## src/rtl/fetch_if.sv

```systemverilog
// fetch_if: instruction-memory, redirect and decode-handshake bundle of the fetch unit
interface fetch_if #(
    parameter int DATA_WIDTH = 32,
    parameter int FIFO_DEPTH = 4
);
    logic [DATA_WIDTH-1:0]         imem_addr;
    logic [DATA_WIDTH-1:0]         imem_rdata;
    logic                          redirect_valid;
    logic [DATA_WIDTH-1:0]         redirect_target;
    logic                          out_valid;
    logic                          out_ready;
    logic [DATA_WIDTH-1:0]         out_instr;
    logic [DATA_WIDTH-1:0]         out_pc;
    logic [DATA_WIDTH-1:0]         out_pc_plus4;
    logic [$clog2(FIFO_DEPTH):0]   fifo_count;
    logic                          fetch_err;

    modport master (
        output imem_addr, out_valid, out_instr, out_pc, out_pc_plus4, fifo_count, fetch_err,
        input  imem_rdata, redirect_valid, redirect_target, out_ready
    );

    modport slave (
        input  imem_addr, out_valid, out_instr, out_pc, out_pc_plus4, fifo_count, fetch_err,
        output imem_rdata, redirect_valid, redirect_target, out_ready
    );
endinterface

```

## src/rtl/fetch_unit.sv

```systemverilog
// fetch_unit: PC owner with a fetch FIFO, redirect flush and misaligned-target trap
module fetch_unit #(
    parameter int                    DATA_WIDTH   = 32,
    parameter logic [DATA_WIDTH-1:0] RESET_VECTOR = 32'h0000_0000,
    parameter int                    FIFO_DEPTH   = 4
) (
    input logic     clk,
    input logic     rst,
    fetch_if.master bus
);
    localparam int PW = $clog2(FIFO_DEPTH);
    localparam int CW = PW + 1;
    localparam logic [CW-1:0] FULL = CW'(FIFO_DEPTH);
    localparam logic [DATA_WIDTH-1:0] STEP = DATA_WIDTH'(4);

    logic [DATA_WIDTH-1:0] pc;
    logic [PW-1:0]         wr_ptr;
    logic [PW-1:0]         rd_ptr;
    logic [CW-1:0]         count;
    logic                  err;
    logic                  push;
    logic                  pop;
    logic                  misaligned;
    logic [DATA_WIDTH-1:0] instr_q [FIFO_DEPTH];
    logic [DATA_WIDTH-1:0] pc_q    [FIFO_DEPTH];
    logic [DATA_WIDTH-1:0] pc4_q   [FIFO_DEPTH];

    assign bus.imem_addr    = pc;
    assign bus.out_valid    = (count != '0) & ~bus.redirect_valid;
    assign bus.out_instr    = instr_q[rd_ptr];
    assign bus.out_pc       = pc_q[rd_ptr];
    assign bus.out_pc_plus4 = pc4_q[rd_ptr];
    assign bus.fifo_count   = count;
    assign bus.fetch_err    = err;

    // handshake: a redirect cycle never transfers; a full FIFO may push when it pops
    always_comb begin
        pop        = bus.out_valid & bus.out_ready;
        push       = ~bus.redirect_valid & ~err & ((count < FULL) | pop);
        misaligned = bus.redirect_target[1:0] != 2'b00;
    end

    // pc, pointers, occupancy and sticky error; redirect flushes and outranks push/pop
    always_ff @(posedge clk) begin
        if (!rst) begin
            pc     <= RESET_VECTOR;
            wr_ptr <= '0;
            rd_ptr <= '0;
            count  <= '0;
            err    <= 1'b0;
        end else if (bus.redirect_valid) begin
            pc     <= {bus.redirect_target[DATA_WIDTH-1:2], 2'b00};
            wr_ptr <= '0;
            rd_ptr <= '0;
            count  <= '0;
            err    <= misaligned;
        end else begin
            if (push) begin
                pc     <= pc + STEP;
                wr_ptr <= wr_ptr + PW'(1);
            end
            if (pop) rd_ptr <= rd_ptr + PW'(1);
            count <= count + CW'(push) - CW'(pop);
        end
    end

    // tuple storage needs no reset; empty entries are never presented as valid
    always_ff @(posedge clk) begin
        if (push) begin
            instr_q[wr_ptr] <= bus.imem_rdata;
            pc_q[wr_ptr]    <= pc;
            pc4_q[wr_ptr]   <= pc + STEP;
        end
    end
endmodule

```

## src/flat_wrapper.sv

```systemverilog
// flat-port wrapper written by rule: the top's interface ports become plain ports
module fetch_unit_flat 
#(
    parameter int                    DATA_WIDTH   = 32,
    parameter logic [DATA_WIDTH-1:0] RESET_VECTOR = 32'h0000_0000,
    parameter int                    FIFO_DEPTH   = 4
)
  (clk, rst, bus_imem_addr, bus_out_valid, bus_out_instr, bus_out_pc, bus_out_pc_plus4, bus_fifo_count, bus_fetch_err, bus_imem_rdata, bus_redirect_valid, bus_redirect_target, bus_out_ready);
  fetch_if #(.DATA_WIDTH(DATA_WIDTH), .FIFO_DEPTH(FIFO_DEPTH)) bus_i ();
  input logic clk;
  input logic rst;
  output wire logic [$bits(bus_i.imem_addr)-1:0] bus_imem_addr;
  output wire logic [$bits(bus_i.out_valid)-1:0] bus_out_valid;
  output wire logic [$bits(bus_i.out_instr)-1:0] bus_out_instr;
  output wire logic [$bits(bus_i.out_pc)-1:0] bus_out_pc;
  output wire logic [$bits(bus_i.out_pc_plus4)-1:0] bus_out_pc_plus4;
  output wire logic [$bits(bus_i.fifo_count)-1:0] bus_fifo_count;
  output wire logic [$bits(bus_i.fetch_err)-1:0] bus_fetch_err;
  input wire logic [$bits(bus_i.imem_rdata)-1:0] bus_imem_rdata;
  input wire logic [$bits(bus_i.redirect_valid)-1:0] bus_redirect_valid;
  input wire logic [$bits(bus_i.redirect_target)-1:0] bus_redirect_target;
  input wire logic [$bits(bus_i.out_ready)-1:0] bus_out_ready;
  assign bus_imem_addr = bus_i.imem_addr;
  assign bus_out_valid = bus_i.out_valid;
  assign bus_out_instr = bus_i.out_instr;
  assign bus_out_pc = bus_i.out_pc;
  assign bus_out_pc_plus4 = bus_i.out_pc_plus4;
  assign bus_fifo_count = bus_i.fifo_count;
  assign bus_fetch_err = bus_i.fetch_err;
  assign bus_i.imem_rdata = bus_imem_rdata;
  assign bus_i.redirect_valid = bus_redirect_valid;
  assign bus_i.redirect_target = bus_redirect_target;
  assign bus_i.out_ready = bus_out_ready;
  fetch_unit #(.DATA_WIDTH(DATA_WIDTH), .RESET_VECTOR(RESET_VECTOR), .FIFO_DEPTH(FIFO_DEPTH)) u_core (.clk(clk), .rst(rst), .bus(bus_i));
endmodule
```

## config.mk

```make
export PLATFORM = sky130hd
export DESIGN_NAME = fetch_unit_flat
export DESIGN_NICKNAME = d
export VERILOG_FILES = /design/src/rtl/fetch_if.sv /design/src/rtl/fetch_unit.sv /design/src/flat_wrapper.sv
export SDC_FILE = /design/constraint.sdc
export NUM_CORES = 1
export LEC_CHECK = 0
export CAP_MARGIN = 20
export CORE_MARGIN = 3
export CORE_UTILIZATION = 50
export CTS_CLUSTER_SIZE = 40
export DETAILED_ROUTE_END_ITERATION = 8
export PLACE_DENSITY = 0.76
export SYNTH_ARGS = -nofsm -noshare
export SYNTH_HDL_FRONTEND = slang
export SYNTH_SLANG_ARGS = --single-unit
```

## constraint.sdc

```tcl
create_clock -name clk -period 4.5 [get_ports clk]
set_clock_uncertainty 0.05 [all_clocks]
set_input_delay 1.125 -clock clk [delete_from_list [all_inputs] [get_ports clk]]
set_output_delay 1.125 -clock clk [all_outputs]
set_load 0.1 [all_outputs]
```

# Word-level counts from Yosys, hierarchy flattened
# Memories as Yosys holds them, arrays and structs flattened. A register that Yosys moved wholly into a read port is not among the register bits.
# Index checks and enable logic that the tools add are counted.
# totals
mem_count	3
wordCells	37
regBits	40
mem_bits_rw	384
# classes
n_reduce_logical	4
bitwise_logic	8
muxes	10
add_sub_neg	5
magnitude_cmp	1
# mem_list
memory	depth	width	read_ports	rd_ports_with_merged_regs	write_ports	line_no	source
u_core.instr_q	4	32	1	1	1	fetch_unit.sv:24	logic [DATA_WIDTH-1:0] instr_q [FIFO_DEPTH];
u_core.pc4_q	4	32	1	1	1	fetch_unit.sv:26	logic [DATA_WIDTH-1:0] pc4_q [FIFO_DEPTH];
u_core.pc_q	4	32	1	1	1	fetch_unit.sv:25	logic [DATA_WIDTH-1:0] pc_q [FIFO_DEPTH];
# op_table
op	n
32-bit 2-to-1 mux	2
32-bit by 3-bit adder with 32-bit output, second input constant	1
2-bit 2-to-1 mux	6
2-bit by 1-bit adder with 2-bit output, second input constant	2
1-bit bitwise AND	4
2-bit nonzero test	2
3-bit by 1-bit adder with 3-bit output	1
3-bit less-than comparator, second input constant	1
1-bit NOT	3
3-bit nonzero test	1
3-bit by 1-bit subtractor with 3-bit output	1
1-bit 2-to-1 mux	2
2-bit OR reduction	1
1-bit bitwise OR	1

# Logic depth before layout (Yosys ltp)
# Gate-level depths: netlist of run 1.
# logic_depth
ltp_word	7
mapped_depth	9
ltp_nobuf	8

# Worst setup path after synthesis of run 1
# OpenSTA, ideal clock, no wires.
# synth_timing
path_type	in2reg
from	input bus_redirect_valid
to	memory u_core.instr_q[0][0] (enable)
required_time_ns	3.988
path_stages	5
setup_ns	0.462
path_buffers	3
arrival_time_ns	4.072
setup_slack_ns	-0.084
cell_sequence	buf_2 > inv_1 > clkbuf_1 > clkbuf_1 > and3_1
# synth_via
elab_chain_len	7
elab_cells_between_ends	8
classes_between	2 x mux; 6 x bitwise
# synth_rtl
item	line_no	source
start: declaration	flat_wrapper.sv:20	input wire logic [$bits(bus_i.redirect_valid)-1:0] bus_redirect_valid;
1-bit NOT *	fetch_unit.sv:29, fetch_unit.sv:39	
1-bit bitwise AND	fetch_unit.sv:29	assign bus.out_valid = (count != '0) & ~bus.redirect_valid;
1-bit bitwise AND	fetch_unit.sv:38	pop = bus.out_valid & bus.out_ready;
1-bit bitwise OR	fetch_unit.sv:39	push = ~bus.redirect_valid & ~err & ((count < FULL) | pop);
1-bit bitwise AND *	fetch_unit.sv:39	
1-bit 2-to-1 mux *	fetch_unit.sv:69	if (push) begin
1-bit 2-to-1 mux (implied by the code) *	fetch_unit.sv:70	instr_q[wr_ptr] <= bus.imem_rdata;
end: declaration	fetch_unit.sv:24	
# Mark *: on every way between the ends. The rest lies on a longest branch, timed or not.

# Worst setup path in the final report of run 1
# layout_timing
from	register u_core.pc[25], in the netlist u_core.bus.imem_addr[25]
to	output bus_imem_addr[25]
# layout_lines
item	line_no	source
start: declaration	fetch_unit.sv:16	logic [DATA_WIDTH-1:0] pc;
start signal: assignment	fetch_unit.sv:52	pc <= {bus.redirect_target[DATA_WIDTH-1:2], 2'b00};
start signal: assignment	fetch_unit.sv:59	pc <= pc + STEP;
end: declaration	flat_wrapper.sv:12	output wire logic [$bits(bus_i.imem_addr)-1:0] bus_imem_addr;
# No word-level cell between the ends.

==> impl_metrics.json, run 1 <==
{
  "status": "completed",
  "tritoncts": "built",
  "crit_end": "bus_imem_addr[25]",
  "p_int_w": 0.00675,
  "antenna_found_initial": 1,
  "ios": 201,
  "grtUsageTotal_pct": 19.9,
  "dp_hpwl_um": 21300,
  "vias_per_cell": 5.71,
  "cts_resized": 0,
  "drt_first_pass_iters": 4,
  "cts_hold_buffers": 0,
  "worstReg2RegEnd": "u_core.pc4_q[1][25]$_DFFE_PP_",
  "cp_top_family": "buffers and inverters",
  "netSwitchingFraction_pct": 26.1,
  "crit_fanout": 13,
  "async_flop_share_pct": 0,
  "power_density_nw_per_um2": 467,
  "path_cells": "clkdlybuf4s50_1",
  "clock_latency_ps": 520,
  "pwr-share-clk_pct": 38.4,
  "path_clk_slew_ps": 60,
  "syn-cell-area_um2": 15900,
  "maxSlewViolCount": 0,
  "crit_required_ps": 3320,
  "htree_levels": 2,
  "power_frac_comb_pct": 13.8,
  "irDropWorstVdd_mv": 0.239,
  "hold_path.class": "reg2reg",
  "cts_buffer_depth": 3,
  "synth_cells": 817,
  "setup_ws_ps": 886,
  "switchingPower_w": 0.00238,
  "rows": 64,
  "core_um2": 30900,
  "r2r_start": "u_core.bus.imem_addr[4]$_SDFFE_PN0P_",
  "synth-main-ff-cell": "edfxtp_1",
  "root_buffer": "clkbuf_16",
  "grt_max_degree": 56,
  "drive_gt1_share_pct": 26.9,
  "numCtsBuffers": 43,
  "reg2reg_slack_ps": 1720,
  "die_area_um2": 33900,
  "vias": 8331,
  "crit_path_start_kind": "flop",
  "dp_cells": 1383,
  "reg2reg_depth": 5,
  "portBuffers": 194,
  "critical_path.endpoint_type": "output pin",
  "design_area_um2": 19600,
  "setup_viol": 0,
  "cp_slowest_cell": "clkdlybuf4s50_1",
  "synth_edf_count": 368,
  "fin_setup_tns_ps": 0,
  "cts_setup_buffers": 0,
  "regArea_um2": 11900,
  "critPathBufInv": 1,
  "cts.sinks": 408,
  "ys_warn_count": 0,
  "cp_slowest_stage_delay_ps": 1240,
  "synth.yosys.seq_area_share_pct": 74.6,
  "ys_ff_latch": 408,
  "seqPwrFrac_pct": 47.8,
  "gp_congestion": 0.801,
  "finalWirelength_um": 33400,
  "grt.overflow.total": 0,
  "place_area_um2": 18100,
  "fill_cells": 2149,
  "rsz0062_at_grt": "false",
  "drt_iter0_markers": 704,
  "clock.fmax_ghz": 0.277,
  "dp_slack_ps": 785,
  "grt_pass1_wl_um": 51400,
  "cap_violations": 0,
  "final_antenna_net_count": 0,
  "areaGrowthSynthToFinish_pct": 23.3,
  "yosysUniqueCellTypes": 50,
  "avgSynthCellArea_um2": 19.4,
  "start_util_pct": 51.4,
  "relSlewSlack_pct": 29.4,
  "die_x_um": 184,
  "routedWlPerCell_um": 22.9,
  "synth_area_leaders": "edfxtp_1 (70%), mux4_2 (13%), dfxtp_1 (5.0%)",
  "crit_start": "u_core.bus.imem_addr[25]$_SDFFE_PN0P_",
  "multiInputGateArea_um2": 3780,
  "cp.depth": 1,
  "layout.nets": 1108,
  "yosys.area.top_type": "edfxtp_1",
  "worst_slew_pin_slew_ps": 1060,
  "finalCritPeriodShare_pct": 80.3,
  "cp.arrival_ps": 2440,
  "crit_type": "reg2out",
  "antenna_cells": 0,
  "post-route-min-period_ps": 3610,
  "netlist.area_leader.share_pct": 69.6,
  "fp.dieH_um": 184,
  "final_cells": 1458,
  "hold_viol_final": 0,
  "remaining_drc_errors": 0,
  "grt_pass1_vias": 8588,
  "power.leakage_nw": 6.47
}
## stage by stage
stage          utilization, %  hold WS, ps  power, W
3_5_place_dp             58.7          456   0.00571
2_1_floorplan               -          419   0.00535
6_report                 63.3          460   0.00914
3_3_place_gp             58.7          447   0.00570
4_1_cts                  63.3          473   0.00922
5_1_grt                  63.3          484   0.00943
## power groups by stage
stage                     clock, W  combinational (W)  sequential, W
after floorplan                  0           0.000787        0.00457
after global placement           0            0.00126        0.00444
after detailed placement         0            0.00126        0.00445
after CTS                  0.00358            0.00127        0.00437
after global routing       0.00374            0.00131        0.00438
final                      0.00351            0.00126        0.00437
## sequential cells by signal, indices dropped and copies added (netlist names), named ones only
| name | cells |
|---|---|
| u_core.bus.fifo_count | 3 |
| u_core.bus.imem_addr | 30 |
| u_core.pc_q | 120 |
| u_core.wr_ptr | 2 |
| u_core.bus.fetch_err | 1 |
| u_core.pc4_q | 120 |
| u_core.rd_ptr | 2 |
| u_core.instr_q | 128 |
## how the worst min path moves through the flow
stage | startpoint | endpoint | slack (ps) | cells after the start
2_1_floorplan | u_core.wr_ptr[1]$_SDFFE_PP0P_ | u_core.wr_ptr[1]$_SDFFE_PP0P_ | 420 | 2
5_1_grt | u_core.bus.imem_addr[15]$_SDFFE_PN0P_ | u_core.pc_q[0][15]$_DFFE_PP_ | 480 | 0
4_1_cts | u_core.bus.imem_addr[15]$_SDFFE_PN0P_ | u_core.pc_q[0][15]$_DFFE_PP_ | 470 | 0
6_report | u_core.bus.imem_addr[15]$_SDFFE_PN0P_ | u_core.pc_q[0][15]$_DFFE_PP_ | 460 | 0
3_5_place_dp | u_core.bus.imem_addr[15]$_SDFFE_PN0P_ | u_core.pc_q[0][15]$_DFFE_PP_ | 460 | 0
3_3_place_gp | u_core.wr_ptr[1]$_SDFFE_PP0P_ | u_core.wr_ptr[1]$_SDFFE_PP0P_ | 450 | 2
## synthesized netlist by cell type (2+ instances only)
cell type	number
nor3_1	11
and3_1	11
or2_2	2
or2_1	2
nor4_1	5
mux4_2	92
dfxtp_1	40
clkbuf_1	26
buf_2	10
nand3_1	13
o21ai_0	21
buf_4	6
buf_1	6
edfxtp_1	368
a211oi_1	4
a21oi_1	23
or4_1	2
or3_1	2
nor4_2	5
o31a_1	3
inv_1	11
a311oi_1	2
o21ai_1	2
and4_1	4
ha_1	7
a31oi_1	3
xnor2_1	24
xor2_1	27
nand4_1	8
and2_1	2
nand2_1	33
nor2_1	24
## cells by family (layout without fill, tap and decap cells)
kind of cell             Yosys count  count (layout)  share of synthesized area [%]
XOR/XNOR                          51              51                           2.81
AND/OR/NAND/NOR                  132             132                           4.64
multiplexers                      93              93                           13.1
other                              1               6                         0.0236
flip-flops                       408             408                           74.6
buffers and inverters             61             301                           1.78
AO/OA/AOI/OAI                     63              63                           2.30
adder cells (fa/ha/maj)            8               8                          0.678
## metal layers
metal	routed length [um]	vias up	track usage, %
li1	-	3708	-
met1	14500	4248	29.2
met2	15700	322	31.3
met3	2470	51	4.32
met4	634	2	4.78
met5	13	-	0
## cells in the final DEF, fill, tap and decap left out, types with 5 or more instances in the layout
master           Yosys  layout
edfxtp_1           368     368
nor2_1              24      24
a21oi_1             23      23
mux4_2              92      92
nor4_1               5       5
xor2_1              27      27
inv_1               11      11
buf_4                6     107
and3_1              11       7
buf_12               0       8
conb_1               1       6
clkdlybuf4s50_1      0     100
clkinv_2             0       6
nand4_1              8       8
nand2_1             33      33
clkbuf_16            0      48
nor4_2               5       5
o21ai_0             21      21
ha_1                 7       7
dfxtp_1             40      38
clkinv_1             0       8
nor3_1              11      11
clkbuf_1            26       5
nand3_1             13      13
xnor2_1             24      24
## area by class of cell
class,instances,area share (%)
clock buffer,54,6.30
clock inverter,21,1.04
inverter,11,0.211
multi-input combinational,353,19.3
sequential,408,60.6
tap,396,2.53
timing repair buffer,215,10.0
Power figures use the tool's default switching activity.
==> inputs of run 2 (changes only) <==
Settings changed: CORE_UTILIZATION 50 to 55, PLACE_DENSITY 0.76 to 0.79.
Clock period 4.5 ns to 3.7 ns, I/O delays scaled along.
==> run 2 against run 1 <==
Critical path depth increased by 2. Cell count decreased by 0.62%. Via count increased by 1.4%. Sequential cell count unchanged. Combinational power increased by 21%. Cell area decreased by 0.24%. Largest cell class unchanged. Critical endpoint is now bus_out_pc[25]. Wire length increased by 0.91%. Critical path type unchanged. Global-route usage increased by 2.1 points.
==> impl_metrics.json, run 2 (synthesized netlist as in run 1, its figures left out) <==
{
  "grt_pass1_wl_um": 52400,
  "power_w": 0.0109,
  "cp_slowest_stage_delay_ps": 770,
  "setup_viol": 0,
  "fill_cells": 1827,
  "reg2reg_depth": 6,
  "largest-register": "u_core.instr_q",
  "vias": 8447,
  "maxSlewViolCount": 0,
  "cts_hold_buffers": 0,
  "fp.dieH_um": 176,
  "rsz0062_at_grt": "false",
  "cp_top_family": "flip-flops",
  "status": "completed",
  "final_antenna_net_count": 0,
  "routedWlPerCell_um": 23.2,
  "drive_gt1_share_pct": 30.2,
  "mostFrequentLayoutCell": "edfxtp_1",
  "crit_fanout": 28,
  "root_buffer": "clkbuf_16",
  "antenna_cells": 0,
  "cts.sinks": 408,
  "reg.largest.list": "u_core.instr_q x128, u_core.pc4_q x120, u_core.pc_q x120",
  "fin_setup_tns_ps": 0,
  "cts_buffer_depth": 3,
  "crit_required_ps": 2720,
  "clock.fmax_ghz": 0.298,
  "grtUsageTotal_pct": 22.0,
  "grt_pass1_vias": 9047,
  "cts_resized": 0,
  "relSlewSlack_pct": 56.7,
  "die_x_um": 176,
  "hold_path.class": "reg2reg",
  "rows": 61,
  "cp.depth": 3,
  "clock_latency_ps": 530,
  "layout.nets": 1117,
  "critical_path.endpoint_type": "output pin",
  "power.leakage_nw": 6.53,
  "cap_violations": 0,
  "tritoncts": "built",
  "vias_per_cell": 5.83,
  "worst_slew_pin_slew_ps": 650,
  "post-route-min-period_ps": 3350,
  "ios": 201,
  "crit_top_cell": "buf_4",
  "antenna_found_initial": 0,
  "drt_iter0_markers": 736,
  "reg2reg_slack_ps": 990,
  "hold_ws_ps": 452,
  "cp.arrival_ps": 2380,
  "critPathBufInv": 2,
  "numCtsBuffers": 40,
  "path_cells": "buf_4 -> mux4_2 -> buf_4",
  "dp_hpwl_um": 20900,
  "remaining_drc_errors": 0,
  "die_area_um2": 30900,
  "crit_path_start_kind": "flop",
  "grt.overflow.total": 0,
  "holdCritStartpoint": "u_core.wr_ptr[1]$_SDFFE_PP0P_",
  "path_clk_slew_ps": 60,
  "finalCritPeriodShare_pct": 90.7,
  "finalWirelength_um": 33700,
  "gp_congestion": 0.796,
  "grt_max_degree": 93,
  "cts_setup_buffers": 0,
  "worstReg2RegEnd": "u_core.bus.imem_addr[18]$_SDFFE_PN0P_",
  "areaGrowthSynthToFinish_pct": 23.0,
  "hold_viol_final": 0,
  "start_util_pct": 56.5,
  "largest_reg_flops": 128,
  "power_density_nw_per_um2": 558,
  "r2r_start": "u_core.bus.imem_addr[2]$_SDFFE_PN0P_",
  "layout_common_cells": "edfxtp_1 (368), buf_4 (145), mux4_2 (92)",
  "htree_levels": 2,
  "crit_type": "reg2out",
  "core_um2": 28100,
  "cp_slowest_cell": "dfxtp_4",
  "portBuffers": 194,
  "drt_first_pass_iters": 5,
  "irDropWorstVdd_mv": 0.439,
  "hold_depth": 2,
  "worstHoldEndpoint": "u_core.wr_ptr[1]$_SDFFE_PP0P_"
}
-- run 2: worst max path at each step --
| stage | start | endpoint | slack [ps] |
|---|---|---|---|
| finish | flop | bus_out_pc[25] | 350 |
| global route | flop | bus_out_pc[7] | 220 |
| CTS | flop | bus_out_pc_plus4[29] | 280 |
| detailed placement | bus_out_ready | u_core.bus.fifo_count[1]$_SDFF_PP0_ | 510 |
| global placement | bus_out_ready | u_core.bus.fifo_count[1]$_SDFF_PP0_ | 520 |
| floorplan | bus_redirect_valid | bus_out_valid | 180 |
-- run 2: power breakdown --
group | switching [W] | internal, W
clock | 0.00162 | 0.00243
sequential | 0.000100 | 0.00521
combinational | 0.00116 | 0.000369
-- run 2: worst reg2reg max path, cell delays in order, from the launching register on --
cell	delay (ps)
dfxtp_1	480
ha_1	330
nand4_1	310
nor3_2	500
nand3_1	310
or4_1	490
a31oi_1	190
-- run 2: metrics by stage --
stage	util (%)	instance area, um2	setup WS (ps)	std cells
6_report	69.5	19500	346	1449
4_1_cts	69.5	19500	284	1449
5_1_grt	69.5	19500	217	1449
3_3_place_gp	64.8	18200	524	1377
3_5_place_dp	64.8	18200	509	1377
2_1_floorplan	-	15900	182	822
-- run 2: layout make-up --
cell class	count	area [um2]	area share (%)
Sequential cell	408	11900	60.7
Multi-Input combinational cell	353	3780	19.4
Timing Repair Buffer	227	2060	10.5
Clock buffer	53	1090	5.59
Tap cell	378	473	2.42
Clock inverter	19	225	1.15
Inverter	11	41.3	0.211
-- run 2: metal layers --
layer  up-vias  routed length (um)  track usage [%]
li1       3729                   -                -
met1      4253               13700             31.1
met2       389               16200             35.1
met3        76                2800             4.99
met4         0                 971             6.50
met5         -                   0                0
==> inputs of run 3 (changes only) <==
Settings changed: CTS_CLUSTER_SIZE 40 to default, TNS_END_PERCENT from default to 100.
==> run 3 against run 2 <==
Cell area decreased by 0.60%. Worst hold slack improved by 11 ps. Via count increased by 0.53%. Core utilization decreased by 0.41 points. Sequential share of layout area increased by 0.36 points. Setup slack improved by 4.9 ps. Global-route usage decreased by 0.51 points. Sequential cell count unchanged. Die area unchanged.
==> impl_metrics.json, run 3 (synthesized netlist as in run 1, its figures left out) <==
{
  "r2r_start": "u_core.bus.imem_addr[2]$_SDFFE_PN0P_",
  "tritoncts": "built",
  "power_density_nw_per_um2": 545,
  "path_cells": "buf_4 -> mux4_2 -> buf_4",
  "grt_pass1_wl_um": 51400,
  "root_buffer": "clkbuf_16",
  "design_area_um2": 19400,
  "cts_setup_buffers": 0,
  "vias_per_cell": 5.87,
  "netSwitchingFraction_pct": 26.8,
  "grt_max_degree": 93,
  "remaining_drc_errors": 0,
  "rsz0062_at_grt": "false",
  "antenna_found_initial": 0,
  "irDropWorstVdd_mv": 0.372,
  "clock.fmax_ghz": 0.299,
  "crit_type": "reg2out",
  "finalCritPeriodShare_pct": 90.5,
  "pwr-share-clk_pct": 35.3,
  "htree_levels": 2,
  "power.leakage_nw": 6.48,
  "critPathBufInv": 2,
  "cts.sinks": 408,
  "largest-register": "u_core.instr_q",
  "ios": 201,
  "dp_slack_ps": 509,
  "cp_slowest_cell": "dfxtp_4",
  "place_area_um2": 18200,
  "cp.arrival_ps": 2370,
  "hold_ws_ps": 463,
  "largest_reg_flops": 128,
  "post-route-min-period_ps": 3350,
  "critical_path.endpoint_type": "output pin",
  "antenna_cells": 0,
  "worstHoldEndpoint": "u_core.wr_ptr[1]$_SDFFE_PP0P_",
  "layout.nets": 1117,
  "grtUsageTotal_pct": 21.5,
  "cp_slowest_stage_delay_ps": 760,
  "cts_resized": 0,
  "cts_hold_buffers": 0,
  "p_int_w": 0.00773,
  "gp_congestion": 0.796,
  "start_util_pct": 56.5,
  "worst_slew_pin_slew_ps": 629,
  "setup_viol": 0,
  "maxSlewViolCount": 0,
  "fp.dieH_um": 176,
  "relSlewSlack_pct": 58.1,
  "status": "completed",
  "crit_path_start_kind": "flop",
  "holdCritStartpoint": "u_core.wr_ptr[1]$_SDFFE_PP0P_",
  "reg2reg_slack_ps": 970,
  "dp_hpwl_um": 20900,
  "drt_first_pass_iters": 7,
  "power_frac_comb_pct": 14.5,
  "fin_setup_tns_ps": 0,
  "drt_iter0_markers": 748,
  "clock_latency_ps": 510,
  "portBuffers": 194,
  "final_antenna_net_count": 0,
  "grt.overflow.total": 0,
  "mostFrequentLayoutCell": "edfxtp_1",
  "core_um2": 28100,
  "worstReg2RegEnd": "u_core.bus.imem_addr[18]$_SDFFE_PN0P_",
  "switchingPower_w": 0.00284,
  "hold_depth": 2,
  "vias": 8492,
  "seqPwrFrac_pct": 50.2,
  "crit_fanout": 28,
  "grt_pass1_vias": 8935,
  "routedWlPerCell_um": 22.9,
  "numCtsBuffers": 40,
  "cap_violations": 0,
  "cts_buffer_depth": 3,
  "hold_path.class": "reg2reg",
  "finalWirelength_um": 33100,
  "reg2reg_depth": 6,
  "die_area_um2": 30900,
  "crit_top_cell": "buf_4",
  "areaGrowthSynthToFinish_pct": 22.3,
  "die_x_um": 176,
  "cp_top_family": "flip-flops",
  "layout_common_cells": "edfxtp_1 (368), buf_4 (145), mux4_2 (92)",
  "drive_gt1_share_pct": 29.9,
  "crit_required_ps": 2720,
  "path_clk_slew_ps": 60,
  "setup_ws_ps": 351,
  "rows": 61,
  "hold_viol_final": 0,
  "reg.largest.list": "u_core.instr_q x128, u_core.pc4_q x120, u_core.pc_q x120"
}
## run 3: worst max path at each step
stage	endpoint	slack, ps	depth (start not counted)
floorplan	bus_out_valid	180	3
global placement	u_core.bus.fifo_count[1]$_SDFF_PP0_	520	7
detailed placement	u_core.bus.fifo_count[1]$_SDFF_PP0_	510	7
CTS	bus_out_pc_plus4[29]	280	3
global route	bus_out_pc[7]	210	3
finish	bus_out_pc_plus4[29]	350	3
## run 3: cell type report
class | count | area [um2]
Sequential cell | 408 | 11900
Fill cell | 1838 | 8670
Multi-Input combinational cell | 353 | 3780
Timing Repair Buffer | 227 | 2060
Clock buffer | 55 | 1110
Tap cell | 378 | 473
Clock inverter | 15 | 92.6
Inverter | 11 | 41.3
## run 3: layer usage
metal / share of wire [%] / global-route usage (%) / routed length (um)
met2: 48 / 34.2 / 15800
met1: 41 / 30.7 / 13700
met4: 2.4 / 5.67 / 784
met5: 0 / 0 / 0
met3: 8.6 / 4.97 / 2840
## run 3: stage by stage
stage	instances	utilization (%)	power, W
finish	1447	69.1	0.0106
global route	1447	69.1	0.0109
CTS	1447	69.1	0.0106
detailed placement	1377	64.8	0.00694
global placement	1377	64.8	0.00692
floorplan	822	-	0.00651
## run 3: power groups by stage
stage	Sequential [W]	Clock [W]	Combinational [W]
2_1_floorplan	0.00555	0	0.000957
3_3_place_gp	0.00539	0	0.00152
3_5_place_dp	0.00540	0	0.00154
4_1_cts	0.00531	0.00380	0.00154
5_1_grt	0.00532	0.00400	0.00158
6_report	0.00531	0.00373	0.00153
## run 3: worst min-delay path, delay by kind of cell, from the launching register on
| family | cells | cell delay, ps |
|---|---|---|
| AOI/OAI and AO/OA | 1 | 50 |
| DFF | 1 | 340 |
| and+or+nand+nor | 1 | 70 |
